[config.mk]
export PLATFORM = sky130hd
export DESIGN_NAME = freq_step_counter_flat
export DESIGN_NICKNAME = d
export VERILOG_FILES = /design/src/rtl/freq_pkg.sv /design/src/rtl/freq_step_counter_if.sv /design/src/rtl/freq_prescaler.sv /design/src/rtl/freq_step_counter.sv /design/src/flat_wrapper.sv
export SDC_FILE = /design/constraint.sdc
export NUM_CORES = 1
export LEC_CHECK = 0
export CAP_MARGIN = 15
export CORE_MARGIN = 2
export CORE_UTILIZATION = 59
export CTS_BUF_LIST = sky130_fd_sc_hd__clkbuf_8 sky130_fd_sc_hd__clkbuf_16
export DETAILED_ROUTE_END_ITERATION = 16
export GPL_TIMING_DRIVEN = 0
export MAX_ROUTING_LAYER = met4
export PLACE_DENSITY = 0.84
export SYNTH_ARGS = -nofsm -noshare
export SYNTH_HDL_FRONTEND = slang
export SYNTH_SLANG_ARGS = --single-unit
[constraint.sdc]
create_clock -name clk -period 6.15 [get_ports clk]
set_clock_uncertainty 0.1 [all_clocks]
set_input_delay 1.23 -clock clk [delete_from_list [all_inputs] [get_ports clk]]
set_output_delay 1.23 -clock clk [all_outputs]
set_load 0.01 [all_outputs]
[src/rtl/freq_pkg.sv]
// freq_pkg: shared constants for the frequency-step counter
// default geometry, post-divider encodings and rate helpers
package freq_pkg;

  localparam int DEF_WIDTH = 8;
  localparam int DEF_RESET_FREQ = 0;
  localparam logic [1:0] DEF_RESET_DIV = 2'd0;

  localparam logic [1:0] DIV1 = 2'd0;
  localparam logic [1:0] DIV2 = 2'd1;
  localparam logic [1:0] DIV4 = 2'd2;
  localparam logic [1:0] DIV8 = 2'd3;

  localparam int DIV_CNT_W = 3;

  // low bits of the post-divider counter that must all be set
  function automatic logic [DIV_CNT_W-1:0] div_mask(
    input logic [1:0] sel
  );
    logic [DIV_CNT_W-1:0] m;
    m = '0;
    unique case (sel)
      DIV1: m = 3'b000;
      DIV2: m = 3'b001;
      DIV4: m = 3'b011;
      DIV8: m = 3'b111;
      default: m = 3'b000;
    endcase
    return m;
  endfunction

  // clocks between steps for a given rate setting
  function automatic int unsigned step_period(
    input int unsigned freq,
    input logic [1:0] sel
  );
    return (freq + 32'd1) << sel;
  endfunction

endpackage

[src/rtl/freq_step_counter_if.sv]
// freq_step_counter_if: rate control in, phase/status out
// master drives rate settings, slave is the counter
interface freq_step_counter_if
  import freq_pkg::*;
#(
  parameter int WIDTH = DEF_WIDTH
) ();

  logic             en;
  logic             ld;
  logic [WIDTH-1:0] freq_in;
  logic [1:0]       div_sel;
  logic [WIDTH-1:0] count;
  logic             tick;
  logic             wrap;
  logic             pending;

  modport master (
    output en,
    output ld,
    output freq_in,
    output div_sel,
    input  count,
    input  tick,
    input  wrap,
    input  pending
  );

  modport slave (
    input  en,
    input  ld,
    input  freq_in,
    input  div_sel,
    output count,
    output tick,
    output wrap,
    output pending
  );

endinterface

[src/rtl/freq_prescaler.sv]
// freq_prescaler: reloadable down-counter, one stage event
// per (reload_val+1) enabled clocks; load forces a new phase
module freq_prescaler
  import freq_pkg::*;
#(
  parameter int           W       = DEF_WIDTH,
  parameter logic [W-1:0] RST_VAL = '0
) (
  input  logic         clk,
  input  logic         rst,
  input  logic         en,
  input  logic         load,
  input  logic [W-1:0] load_val,
  input  logic [W-1:0] reload_val,
  output logic         stage
);

  localparam logic [W-1:0] ONE = W'(1);

  logic [W-1:0] pre_cnt;

  assign stage = en && (pre_cnt == '0);

  // load wins over reload; count holds while disabled
  always_ff @(posedge clk or posedge rst) begin
    if (rst) begin
      pre_cnt <= RST_VAL;
    end else if (load) begin
      pre_cnt <= load_val;
    end else if (stage) begin
      pre_cnt <= reload_val;
    end else if (en) begin
      pre_cnt <= pre_cnt - ONE;
    end
  end

endmodule

[src/rtl/freq_step_counter.sv]
// freq_step_counter: prescaled, post-divided phase counter
// rate changes are shadowed and only applied at a phase wrap
module freq_step_counter
  import freq_pkg::*;
#(
  parameter int               WIDTH      = DEF_WIDTH,
  parameter logic [WIDTH-1:0] RESET_FREQ = WIDTH'(DEF_RESET_FREQ),
  parameter logic [1:0]       RESET_DIV  = DEF_RESET_DIV
) (
  input logic                clk,
  input logic                rst,
  freq_step_counter_if.slave bus
);

  localparam logic [WIDTH-1:0] CNT_MAX = '1;
  localparam logic [WIDTH-1:0] CNT_ONE = WIDTH'(1);
  localparam logic [DIV_CNT_W-1:0] DIV_ONE = DIV_CNT_W'(1);

  logic [WIDTH-1:0]     active_freq;
  logic [WIDTH-1:0]     shadow_freq;
  logic [1:0]           active_div;
  logic [1:0]           shadow_div;
  logic [DIV_CNT_W-1:0] div_cnt;
  logic [DIV_CNT_W-1:0] mask;
  logic [WIDTH-1:0]     count_q;
  logic                 tick_q;
  logic                 wrap_q;
  logic                 pending_q;
  logic                 stage;
  logic                 step;
  logic                 at_max;
  logic                 apply;

  freq_prescaler #(
    .W       (WIDTH),
    .RST_VAL (RESET_FREQ)
  ) u_pre (
    .clk        (clk),
    .rst        (rst),
    .en         (bus.en),
    .load       (apply),
    .load_val   (shadow_freq),
    .reload_val (active_freq),
    .stage      (stage)
  );

  // step/apply decode from current state
  always_comb begin
    mask   = div_mask(active_div);
    step   = stage && ((div_cnt & mask) == mask);
    at_max = (count_q == CNT_MAX);
    apply  = pending_q && ((step && at_max) || !bus.en);
  end

  // shadow capture on every load strobe
  always_ff @(posedge clk or posedge rst) begin
    if (rst) begin
      shadow_freq <= '0;
      shadow_div  <= '0;
    end else if (bus.ld) begin
      shadow_freq <= bus.freq_in;
      shadow_div  <= bus.div_sel;
    end
  end

  // a load on the apply edge keeps the new value pending
  always_ff @(posedge clk or posedge rst) begin
    if (rst) begin
      pending_q <= 1'b0;
    end else if (bus.ld) begin
      pending_q <= 1'b1;
    end else if (apply) begin
      pending_q <= 1'b0;
    end
  end

  // active rate takes the pre-edge shadow
  always_ff @(posedge clk or posedge rst) begin
    if (rst) begin
      active_freq <= RESET_FREQ;
      active_div  <= RESET_DIV;
    end else if (apply) begin
      active_freq <= shadow_freq;
      active_div  <= shadow_div;
    end
  end

  // post-divider restarts with the new rate
  always_ff @(posedge clk or posedge rst) begin
    if (rst) begin
      div_cnt <= '0;
    end else if (apply) begin
      div_cnt <= '0;
    end else if (stage) begin
      div_cnt <= div_cnt + DIV_ONE;
    end
  end

  // phase advance with registered tick/wrap pulses
  always_ff @(posedge clk or posedge rst) begin
    if (rst) begin
      count_q <= '0;
      tick_q  <= 1'b0;
      wrap_q  <= 1'b0;
    end else if (step) begin
      count_q <= count_q + CNT_ONE;
      tick_q  <= 1'b1;
      wrap_q  <= at_max;
    end else begin
      tick_q  <= 1'b0;
      wrap_q  <= 1'b0;
    end
  end

  assign bus.count   = count_q;
  assign bus.tick    = tick_q;
  assign bus.wrap    = wrap_q;
  assign bus.pending = pending_q;

endmodule
[src/flat_wrapper.sv]
// flat-port wrapper written by rule: the top's interface ports become plain ports
module freq_step_counter_flat import freq_pkg::*;
#(
  parameter int               WIDTH      = DEF_WIDTH,
  parameter logic [WIDTH-1:0] RESET_FREQ = WIDTH'(DEF_RESET_FREQ),
  parameter logic [1:0]       RESET_DIV  = DEF_RESET_DIV
)
  (clk, rst, bus_en, bus_ld, bus_freq_in, bus_div_sel, bus_count, bus_tick, bus_wrap, bus_pending);
  freq_step_counter_if #(.WIDTH(WIDTH)) bus_i ();
  input logic clk;
  input logic rst;
  input wire logic [$bits(bus_i.en)-1:0] bus_en;
  input wire logic [$bits(bus_i.ld)-1:0] bus_ld;
  input wire logic [$bits(bus_i.freq_in)-1:0] bus_freq_in;
  input wire logic [$bits(bus_i.div_sel)-1:0] bus_div_sel;
  output wire logic [$bits(bus_i.count)-1:0] bus_count;
  output wire logic [$bits(bus_i.tick)-1:0] bus_tick;
  output wire logic [$bits(bus_i.wrap)-1:0] bus_wrap;
  output wire logic [$bits(bus_i.pending)-1:0] bus_pending;
  assign bus_i.en = bus_en;
  assign bus_i.ld = bus_ld;
  assign bus_i.freq_in = bus_freq_in;
  assign bus_i.div_sel = bus_div_sel;
  assign bus_count = bus_i.count;
  assign bus_tick = bus_i.tick;
  assign bus_wrap = bus_i.wrap;
  assign bus_pending = bus_i.pending;
  freq_step_counter #(.WIDTH(WIDTH), .RESET_FREQ(RESET_FREQ), .RESET_DIV(RESET_DIV)) u_core (.clk(clk), .rst(rst), .bus(bus_i));
endmodule
==> key figures, run 1 <==
Worst setup path
  • Worst EP arrival: 3.64 ns
  • CP Capture Type: register
  • Critical path data required time: 6.24 ns
  • Critical path class: in -> reg
  • Reg-to-reg slack, setup: roughly 3.3 ns
  • Worst setup SP type: primary input
  • Critical R2R Capture: u_core.bus.count[5]
  • FF-to-FF path depth: 6
  • CP max FO: 8
  • Reg-to-Reg Start: u_core.u_pre.pre_cnt[2]

Worst hold path
  • Hold path cells: 2
  • Hold Path Class: reg -> reg
  • Hold EP: u_core.u_pre.pre_cnt[3]
  • Hold path startpoint: u_core.shadow_freq[3]

Power and ir drop
  • Final Total Pwr: 0.6732 mW
  • Net Sw Power: ~0.21 mW
  • Comb power frac: 0.237
  • Worst IR Drop VDD: between 0.15 and 0.2 mV
  • Switch share: 0.3110
  • Pwr dens: between 200 and 300 nW/um2
  • Clock Power Share: 0.240
  • Part of the power in registers: 0.522
  • Pint: roughly 0.46 mW
  • Leak: 1.067 nW

Route
  • Via count: between 1,500 and 2,000
  • DRT Wirelength: about 4400 um
  • DR iter-0 viols: 105
  • Uppermost layer routed: met4
  • Met2 wire length: 2164 um
  • Met1 wire length: 1823 um
  • Routed wl met3: roughly 320 um
  • Drt first pass iters: 4
  • Remaining DRCs: 0
  • Post-route ant nets: 0
  • Vias per cell: between 6 and 7
  • Post-DR wirelength/cell: approximately 17 um

Global routing
  • Initial antenna violation count: 0
  • Vias in the first global route: roughly 1,600
  • First-pass GRT wire length: ~7600 um
  • GR Overflow Total: 0
  • Total global-route track usage: 0.2552
  • Largest net degree at the start of global routing: between 40 and 50

Timing
  • Final Cycle Share: 0.5782
  • Worst rel slew slack: 0.4023
  • Tmin final: about 3.6 ns
  • Fmax: 0.2812 GHz
  • Setup TNS: 0 ns
  • Final Hold Viols: 0
  • Fin. max-slew vios: 0
  • Worst hold margin: 0.4115 ns
  • RSZ-0062 raised after global routing: no
  • Worst-Margin Slew: approximately 0.89 ns
  • Final setup fails: 0

Flow run
  • Max Cap Viol: 0

Place
  • Routability cong.: 0.9098
  • Post-DP HPWL: 3204 um
  • Port Buf Inserts: 24

Floorplan
  • Initial Util: 0.6172
  • Die outline area: 4009 um2
  • Die Wd: 63.32 um
  • CORE AREA: ~3400 um2
  • I/O pin cnt: 25
  • Row count: 21
  • Die Ht: between 60 and 70 um

Yosys
  • Post-synthesis register bit count: 42
  • Post-synth EDFFs: 0
  • Async set-reset flop share out of synthesis: 1.000
  • Syn Area/Cell: roughly 11 um2
  • Cell accounting for the most synthesized area: dfrtp_1
  • Most frequent cell after synthesis: dfrtp_1
  • Share of the synthesized area in the top cell type: 0.5063
  • Mapped Cells: around 180
  • Main synth FF type: dfrtp_1
  • Commonest cells post-synth: 42 x dfrtp_1, 15 x o21ai_0, 12 x mux2_2
  • Synth top area cells: dfrtp_1 51%, mux2_2 6.5%, mux2_4 3.6%, o21ai_0 3.6%, ha_1 2.4%
  • Synth Warn #: 0
  • Seq/Total Area, Yosys: 0.5063
  • Net count after synthesis: 202
  • Unique masters post-synth: 47
  • Synth Cell Area: a little over 2000 um2

Clock network
  • Post-CTS setup buffers: 0
  • TritonCTS sink count: 42
  • # hold bufs at CTS: 0
  • Post_cts resized: 0
  • CTS H-tree lvls: 2
  • Clock buffer depth: 2
  • Total CTS buffers: 5
  • Worst skew pair latency: about 0.30 ns
  • CTS root buffer: clkbuf_8
  • TritonCTS clock tree: yes
  • Reg clk slew, reported paths: 0.07 ns

Status
  • Outcome: finished clean

Cells and area
  • Area grow syn2layout: 18.02%
  • Nets: roughly 230
  • Fraction of layout cells with a size suffix above 1: 0.1442
  • Total inserted antenna cells: 0
  • # fillers: between 200 and 300
area by class of cell:
| class | count | area, um2 | area share |
|---|---|---|---|
| plain buffers | 8 | 50.05 | 0.02043 |
| clock buffers | 5 | 68.82 | 0.02809 |
| clock inverters | 2 | 7.507 | 0.003064 |
| inverters | 11 | 41.29 | 0.01685 |
| multi-input cells | 123 | 933.4 | 0.3810 |
| flip-flops and latches | 42 | 1051 | 0.4290 |
| well taps | 46 | 57.56 | 0.02349 |
| repair buffers | 24 | 240.2 | 0.09806 |
cells in the final DEF (no fill, tap or decap), types with 2 or more instances in the layout:
cell type,synthesis,final
dfrtp_1,42,42
buf_6,2,2
nand2_1,8,8
o21ai_0,15,15
xor2_1,4,4
clkbuf_8,0,5
nor2_1,7,7
o22ai_1,2,2
a22oi_1,4,4
mux2_4,5,5
clkbuf_1,4,4
nor3_1,7,7
o31a_1,2,2
a211oi_1,2,2
mux2i_1,2,2
mux2_2,12,12
nand4_1,3,3
a32oi_1,2,2
ha_1,4,4
a21oi_1,9,9
nand3_1,4,4
nand2b_1,2,2
clkdlybuf4s50_1,0,24
nor2b_1,2,2
and4_1,2,2
inv_1,11,12
xnor2_1,5,5
stage by stage:
| stage | util | cells | setup WS (ns) | cell area [um2] |
|---|---|---|---|---|
| floorplan | - | 184 | 3.225 | 2076 |
| global route | 0.7284 | 261 | 2.385 | 2450 |
| detailed placement | 0.7057 | 254 | 2.359 | 2374 |
| finish | 0.7284 | 261 | 2.594 | 2450 |
| CTS | 0.7284 | 261 | 2.629 | 2450 |
| global placement | 0.7057 | 254 | 2.399 | 2374 |
flip-flops by register name, summed over array words and instances, names as in the netlist:
signal                count
u_core.bus.wrap           1
u_core.bus.count          8
u_core.u_pre.pre_cnt      8
u_core.bus.pending        1
u_core.active_freq        8
u_core.bus.tick           1
u_core.shadow_freq        8
u_core.active_div         2
u_core.shadow_div         2
u_core.div_cnt            3
worst max-delay path, cell delays in order:
cell and delay, ns:
clkdlybuf4s50_1 0.52, nor4bb_1 0.28, clkbuf_1 0.37, nand2_2 0.21
nor4_1 0.66, nand3_1 0.21, xnor2_1 0.16
power by group through the flow:
stage / combinational [mW] / sequential [mW] / clock, mW
finish: 0.160 / 0.352 / 0.162
CTS: 0.158 / 0.350 / 0.167
global route: 0.177 / 0.357 / 0.179
floorplan: 0.116 / 0.345 / 0
global placement: 0.148 / 0.351 / 0
detailed placement: 0.158 / 0.354 / 0
routing by layer:
layer	GRT usage	vias to the layer above
met5	-	-
met4	0.08696	0
met3	0.06786	11
met2	0.4136	70
met1	0.3125	778
li1	-	736
cell families after synthesis:
family / after synthesis / share of synthesized area
compound gates: 48 / 0.1591
simple gates: 43 / 0.1175
flops: 42 / 0.5063
buf+inv: 19 / 0.04400
mux: 19 / 0.1109
xor+xnor: 9 / 0.03797
fa+ha+maj: 4 / 0.02411
worst max path at each step:
stage,from,to,cells past startpoint
after floorplan,bus_en,u_core.bus.count[1],5
after global placement,bus_en,u_core.bus.count[1],6
after detailed placement,bus_en,u_core.bus.count[1],6
after CTS,bus_en,u_core.bus.count[7],7
after global routing,bus_en,u_core.bus.count[5],7
final,bus_en,u_core.bus.count[5],7
Note: power is estimated with default switching activity, not from simulation.
==> run 2: changes to the inputs <==
- CORE_UTILIZATION: 59 -> 55
- PLACE_DENSITY: 0.84 -> 0.79
- clock period: 6.15 -> 3.53 ns (I/O delays scaled with it)
==> key figures, run 2 (same netlist as run 1, synthesis figures left out) <==
Route
  • DRT Wirelength: ~4400 um
  • Post-DR wirelength/cell: between 15 and 20 um
  • DR iter-0 viols: 107
  • Vias per cell: between 5 and 6
  • Via count: about 1,600
  • Post-route ant nets: 0
  • Drt first pass iters: 4
  • Remaining DRCs: 0

Clock network
  • Total CTS buffers: 5
  • Post_cts resized: 0
  • CTS H-tree lvls: 2
  • Reg clk slew, reported paths: 0.08 ns
  • CTS root buffer: clkbuf_8
  • # hold bufs at CTS: 0
  • Worst skew pair latency: 0.30 ns
  • Clock buffer depth: 2
  • Post-CTS setup buffers: 0
  • TritonCTS sink count: 42
  • TritonCTS clock tree: yes

Timing
  • Final Cycle Share: 0.8697
  • Fin. max-slew vios: 0
  • Worst-Margin Slew: a little under 0.9 ns
  • Final setup fails: 0
  • Worst hold margin: 0.3970 ns
  • Final Hold Viols: 0
  • Tmin final: between 3 and 4 ns
  • RSZ-0062 raised after global routing: no
  • Worst rel slew slack: 0.4041
  • Fmax: roughly 0.33 GHz
  • Setup TNS: 0 ns

Cells and area
  • Total inserted antenna cells: 0
  • Post-Layout Cell Count: between 200 and 300
  • Final Cell Area: 2467 um2
  • Commonest cells after routing, fill and taps aside: 42 x dfrtp_1, 24 x clkdlybuf4s50_1, 15 x o21ai_0, 12 x mux2_2, 11 x inv_1
  • Area grow syn2layout: 18.87%
  • Most common cell after layout, fill and taps aside: dfrtp_1
  • Fraction of layout cells with a size suffix above 1: 0.1528
  • Nets: between 200 and 250

Worst setup path
  • CP max stage delay: 0.66 ns
  • Critical R2R Capture: u_core.bus.count[1]
  • Critical path class: in -> reg
  • CP max FO: 8
  • FF-to-FF path depth: 5
  • Critical Path, Cell by Cell: clkdlybuf4s50_1 -> nor4bb_1 -> clkbuf_1 -> nand2_2 -> nor3_1 -> mux2_2
  • Reg-to-reg slack, setup: roughly 0.65 ns
  • Critical Path Slowest Stage Cell: nor3_1
  • CP Capture Type: register
  • CP Capture Point: u_core.bus.count[1]
  • Worst EP arrival: around 3.2 ns
  • Setup crit start: bus_en
  • Critical path data required time: about 3.6 ns
  • Reg-to-Reg Start: u_core.u_pre.pre_cnt[2]
  • Worst setup SP type: primary input

Global routing
  • Total global-route track usage: 0.2443
  • GR Overflow Total: 0
  • Vias in the first global route: 1,567
  • First-pass GRT wire length: roughly 7500 um
  • Initial antenna violation count: 0
  • Largest net degree at the start of global routing: 43

Floorplan
  • I/O pin cnt: 25
  • CORE AREA: between 3000 and 4000 um2
  • Die outline area: 4282 um2
  • Row count: 22
  • Die Wd: between 60 and 70 um
  • Die Ht: 65.44 um
  • Initial Util: 0.5713

Place
  • Placed cells: approximately 260
  • Routability cong.: just under 0.9
  • Post-DP HPWL: 3102 um
  • Placed cell area: ~2400 um2
  • Port Buf Inserts: 24

Status
  • Outcome: finished clean

Power and ir drop
  • Final Total Pwr: between 1 and 1.5 mW
  • Pwr dens: 488.1 nW/um2
  • Worst IR Drop VDD: between 0.2 and 0.25 mV
  • Leak: roughly 1.1 nW

Flow run
  • Max Cap Viol: 0

Worst hold path
  • Hold Path Class: reg -> reg
## run 2: cell types whose count changed in the layout (fill, tap and decap cells not counted), sizes merged
| cell | previous run | this run |
|---|---|---|
| clkbuf | 9 | 10 |
| clkinv | 0 | 1 |
| inv | 13 | 12 |
## run 2: metrics by stage
step | utilization | setup WS, ns
6_report | 0.6791 | 0.4598
5_1_grt | 0.6791 | 0.2865
4_1_cts | 0.6791 | 0.5104
3_5_place_dp | 0.6539 | 0.1939
3_3_place_gp | 0.6539 | 0.2599
2_1_floorplan | - | 0.9411
## run 2: area by class of cell
type / instances / area, um2
Buffer: 8 / 50.05
Clock buffer: 6 / 82.58
Clock inverter: 2 / 8.758
Fill cell: 315 / 1166
Inverter: 11 / 41.29
Multi-Input combinational cell: 123 / 933.4
Sequential cell: 42 / 1051
Tap cell: 48 / 60.06
Timing Repair Buffer: 24 / 240.2
## run 2: power breakdown
part / total, mW / internal [mW] / switching (mW)
clock: 0.317 / 0.155 / 0.162
combinational: 0.278 / 0.132 / 0.146
sequential: 0.609 / 0.544 / 0.0650
## run 2: worst min path at each step
stage,start,end,slack [ns],cells past startpoint
floorplan,u_core.shadow_freq[2],u_core.active_freq[2],0.36,2
global placement,u_core.bus.count[7],u_core.bus.count[7],0.38,1
detailed placement,u_core.bus.count[7],u_core.bus.count[7],0.38,1
CTS,u_core.bus.count[7],u_core.bus.count[7],0.40,1
global route,u_core.bus.count[7],u_core.bus.count[7],0.42,1
finish,u_core.bus.count[7],u_core.bus.count[7],0.40,1
## run 2: layer usage
layer	GRT usage	vias to the layer above	part of all wire	wire, um
met5	-	-	0	0
met4	0.1068	0	0.022	97
met3	0.06164	7	0.065	286
met2	0.3763	58	0.49	2173
met1	0.3082	763	0.42	1842
li1	-	739	-	-
## run 2: worst max-delay path, delay by kind of cell
family,cells,cell delay (ns)
simple gates,3,1.16
buf+inv,2,0.89
mux,1,0.40
==> run 3: changes to the inputs <==
- CORE_MARGIN: 2 -> 5
==> key figures, run 3 (same netlist as run 1, synthesis figures left out) <==
Cells and area
  • Fraction of layout cells with a size suffix above 1: 0.1574
  • Total inserted antenna cells: 0
  • Nets: approximately 230
  • Post-Layout Cell Count: ~260
  • Commonest cells after routing, fill and taps aside: 42 x dfrtp_1, 24 x clkdlybuf4s50_1, 15 x o21ai_0, 12 x mux2_2, 10 x inv_1
  • Area grow syn2layout: 19.95%
  • Most common cell after layout, fill and taps aside: dfrtp_1
  • Post-route core utilization: 0.6801

Timing
  • Final Hold Viols: 0
  • Worst rel slew slack: 0.4305
  • Fmax: about 0.33 GHz
  • Final Cycle Share: 0.8508
  • Setup TNS: 0 ns
  • RSZ-0062 raised after global routing: no
  • Final setup fails: 0
  • Tmin final: between 3 and 4 ns
  • Fin. max-slew vios: 0
  • Worst-Margin Slew: between 0.8 and 0.9 ns

Floorplan
  • Die outline area: 5103 um2
  • Die Wd: roughly 71 um
  • Row count: 22
  • Initial Util: 0.5670
  • CORE AREA: around 3700 um2
  • I/O pin cnt: 25
  • Die Ht: roughly 70 um

Worst setup path
  • CP Capture Type: register
  • Critical Path, Cell by Cell: clkdlybuf4s50_1 -> nor4bb_1 -> clkbuf_1 -> nand2_2 -> nor3_1 -> mux2_2
  • CP max stage delay: between 0.6 and 0.7 ns
  • Critical path data required time: about 3.6 ns
  • Reg-to-reg slack, setup: ~0.74 ns
  • Critical Path Slowest Stage Cell: nor3_1
  • Worst setup SP type: primary input
  • Worst EP arrival: 3.09 ns
  • CP max FO: 8
  • Critical path class: in -> reg

Clock network
  • TritonCTS sink count: between 40 and 50
  • Clock buffer depth: 2
  • Post_cts resized: 0
  • CTS root buffer: clkbuf_8
  • TritonCTS clock tree: yes
  • Post-CTS setup buffers: 0
  • CTS H-tree lvls: 2
  • Reg clk slew, reported paths: approximately 0.080 ns
  • Total CTS buffers: 5
  • Worst skew pair latency: around 0.3 ns
  • # hold bufs at CTS: 0

Global routing
  • Largest net degree at the start of global routing: between 40 and 50
  • Initial antenna violation count: 0
  • First-pass GRT wire length: 7852 um
  • Total global-route track usage: 0.1995
  • Vias in the first global route: about 1,700
  • GR Overflow Total: 0

Power and ir drop
  • Comb power frac: 0.217
  • Pint: slightly below 0.9 mW
  • Worst IR Drop VDD: 0.2682 mV
  • Leak: around 1.1 nW
  • Net Sw Power: roughly 0.38 mW
  • Pwr dens: ~510 nW/um2
  • Part of the power in registers: 0.482
  • Switch share: 0.2989
  • Clock Power Share: 0.301

Route
  • Post-DR wirelength/cell: ~16 um
  • Remaining DRCs: 0
  • DR iter-0 viols: 110
  • Vias per cell: 5.902
  • Drt first pass iters: 4
  • Post-route ant nets: 0
  • Via count: approximately 1,600
  • DRT Wirelength: 4339 um

Status
  • Outcome: finished clean

Flow run
  • Max Cap Viol: 0

Place
  • Port Buf Inserts: 24
  • Routability cong.: roughly 0.9
  • Post-DP HPWL: 3068 um
  • Placed cells: 256

Worst hold path
  • Hold Path Class: reg -> reg
## run 3: cell count changes in the layout (fill, tap and decap cells not counted)
cell        before  now
clkinv_2         1    0
clkinvlp_4       0    2
bufinv_16        0    1
clkbuf_8         6    5
inv_1           11   10
## run 3: final timing paths
path / startpoint / endpoint / depth (start not counted)
worst max register to register: u_core.u_pre.pre_cnt[1] / u_core.bus.count[1] / 7
worst min-delay path: u_core.shadow_div[0] / u_core.shadow_div[0] / 1
max in group asynchronous: rst / u_core.bus.count[5] / 2
worst min register to register: u_core.shadow_div[0] / u_core.shadow_div[0] / 1
worst max-delay path: bus_en / u_core.bus.count[1] / 6
min in group asynchronous: rst / u_core.active_div[0] / 2
## run 3: area by class of cell
| type | count | area, um2 |
|---|---|---|
| fill | 282 | 1171 |
| sequential | 42 | 1051 |
| multi-input combinational | 123 | 933.4 |
| timing repair buffer | 24 | 240.2 |
| clock buffer | 5 | 68.82 |
| tap | 48 | 60.06 |
| buffer | 8 | 50.05 |
| clock inverter | 3 | 45.04 |
| inverter | 11 | 41.29 |
## run 3: critical path: cells and delay by family
kind / cells / cell delay [ns]
buffers and inverters: 2 / 0.86
muxes: 1 / 0.41
and+or+nand+nor: 3 / 1.12
## run 3: per-stage QoR
step	worst slack [ns]	hold slack (ns)	area, um2	power [mW]
3_5_place_dp	0.2141	0.3938	2376	0.8880
3_3_place_gp	0.3085	0.3790	2376	0.8718
6_report	0.5266	0.4080	2490	1.265
4_1_cts	0.5130	0.4133	2490	1.272
5_1_grt	0.2656	0.4367	2490	1.342
2_1_floorplan	0.9411	0.3593	2076	0.8015
## run 3: power groups by stage
| stage | Clock, mW | Combinational, mW | Sequential [mW] |
|---|---|---|---|
| detailed placement | 0 | 0.273 | 0.615 |
| finish | 0.381 | 0.274 | 0.610 |
| global placement | 0 | 0.261 | 0.611 |
| global route | 0.409 | 0.313 | 0.620 |
| floorplan | 0 | 0.201 | 0.600 |
| CTS | 0.387 | 0.276 | 0.608 |
## run 3: layer usage
metal,global-route usage,vias to the layer above,part of all wire
met5,-,-,0
met4,0.05428,0,0.014
met3,0.04909,7,0.047
met2,0.3255,50,0.50
met1,0.2480,764,0.44
li1,-,737,-
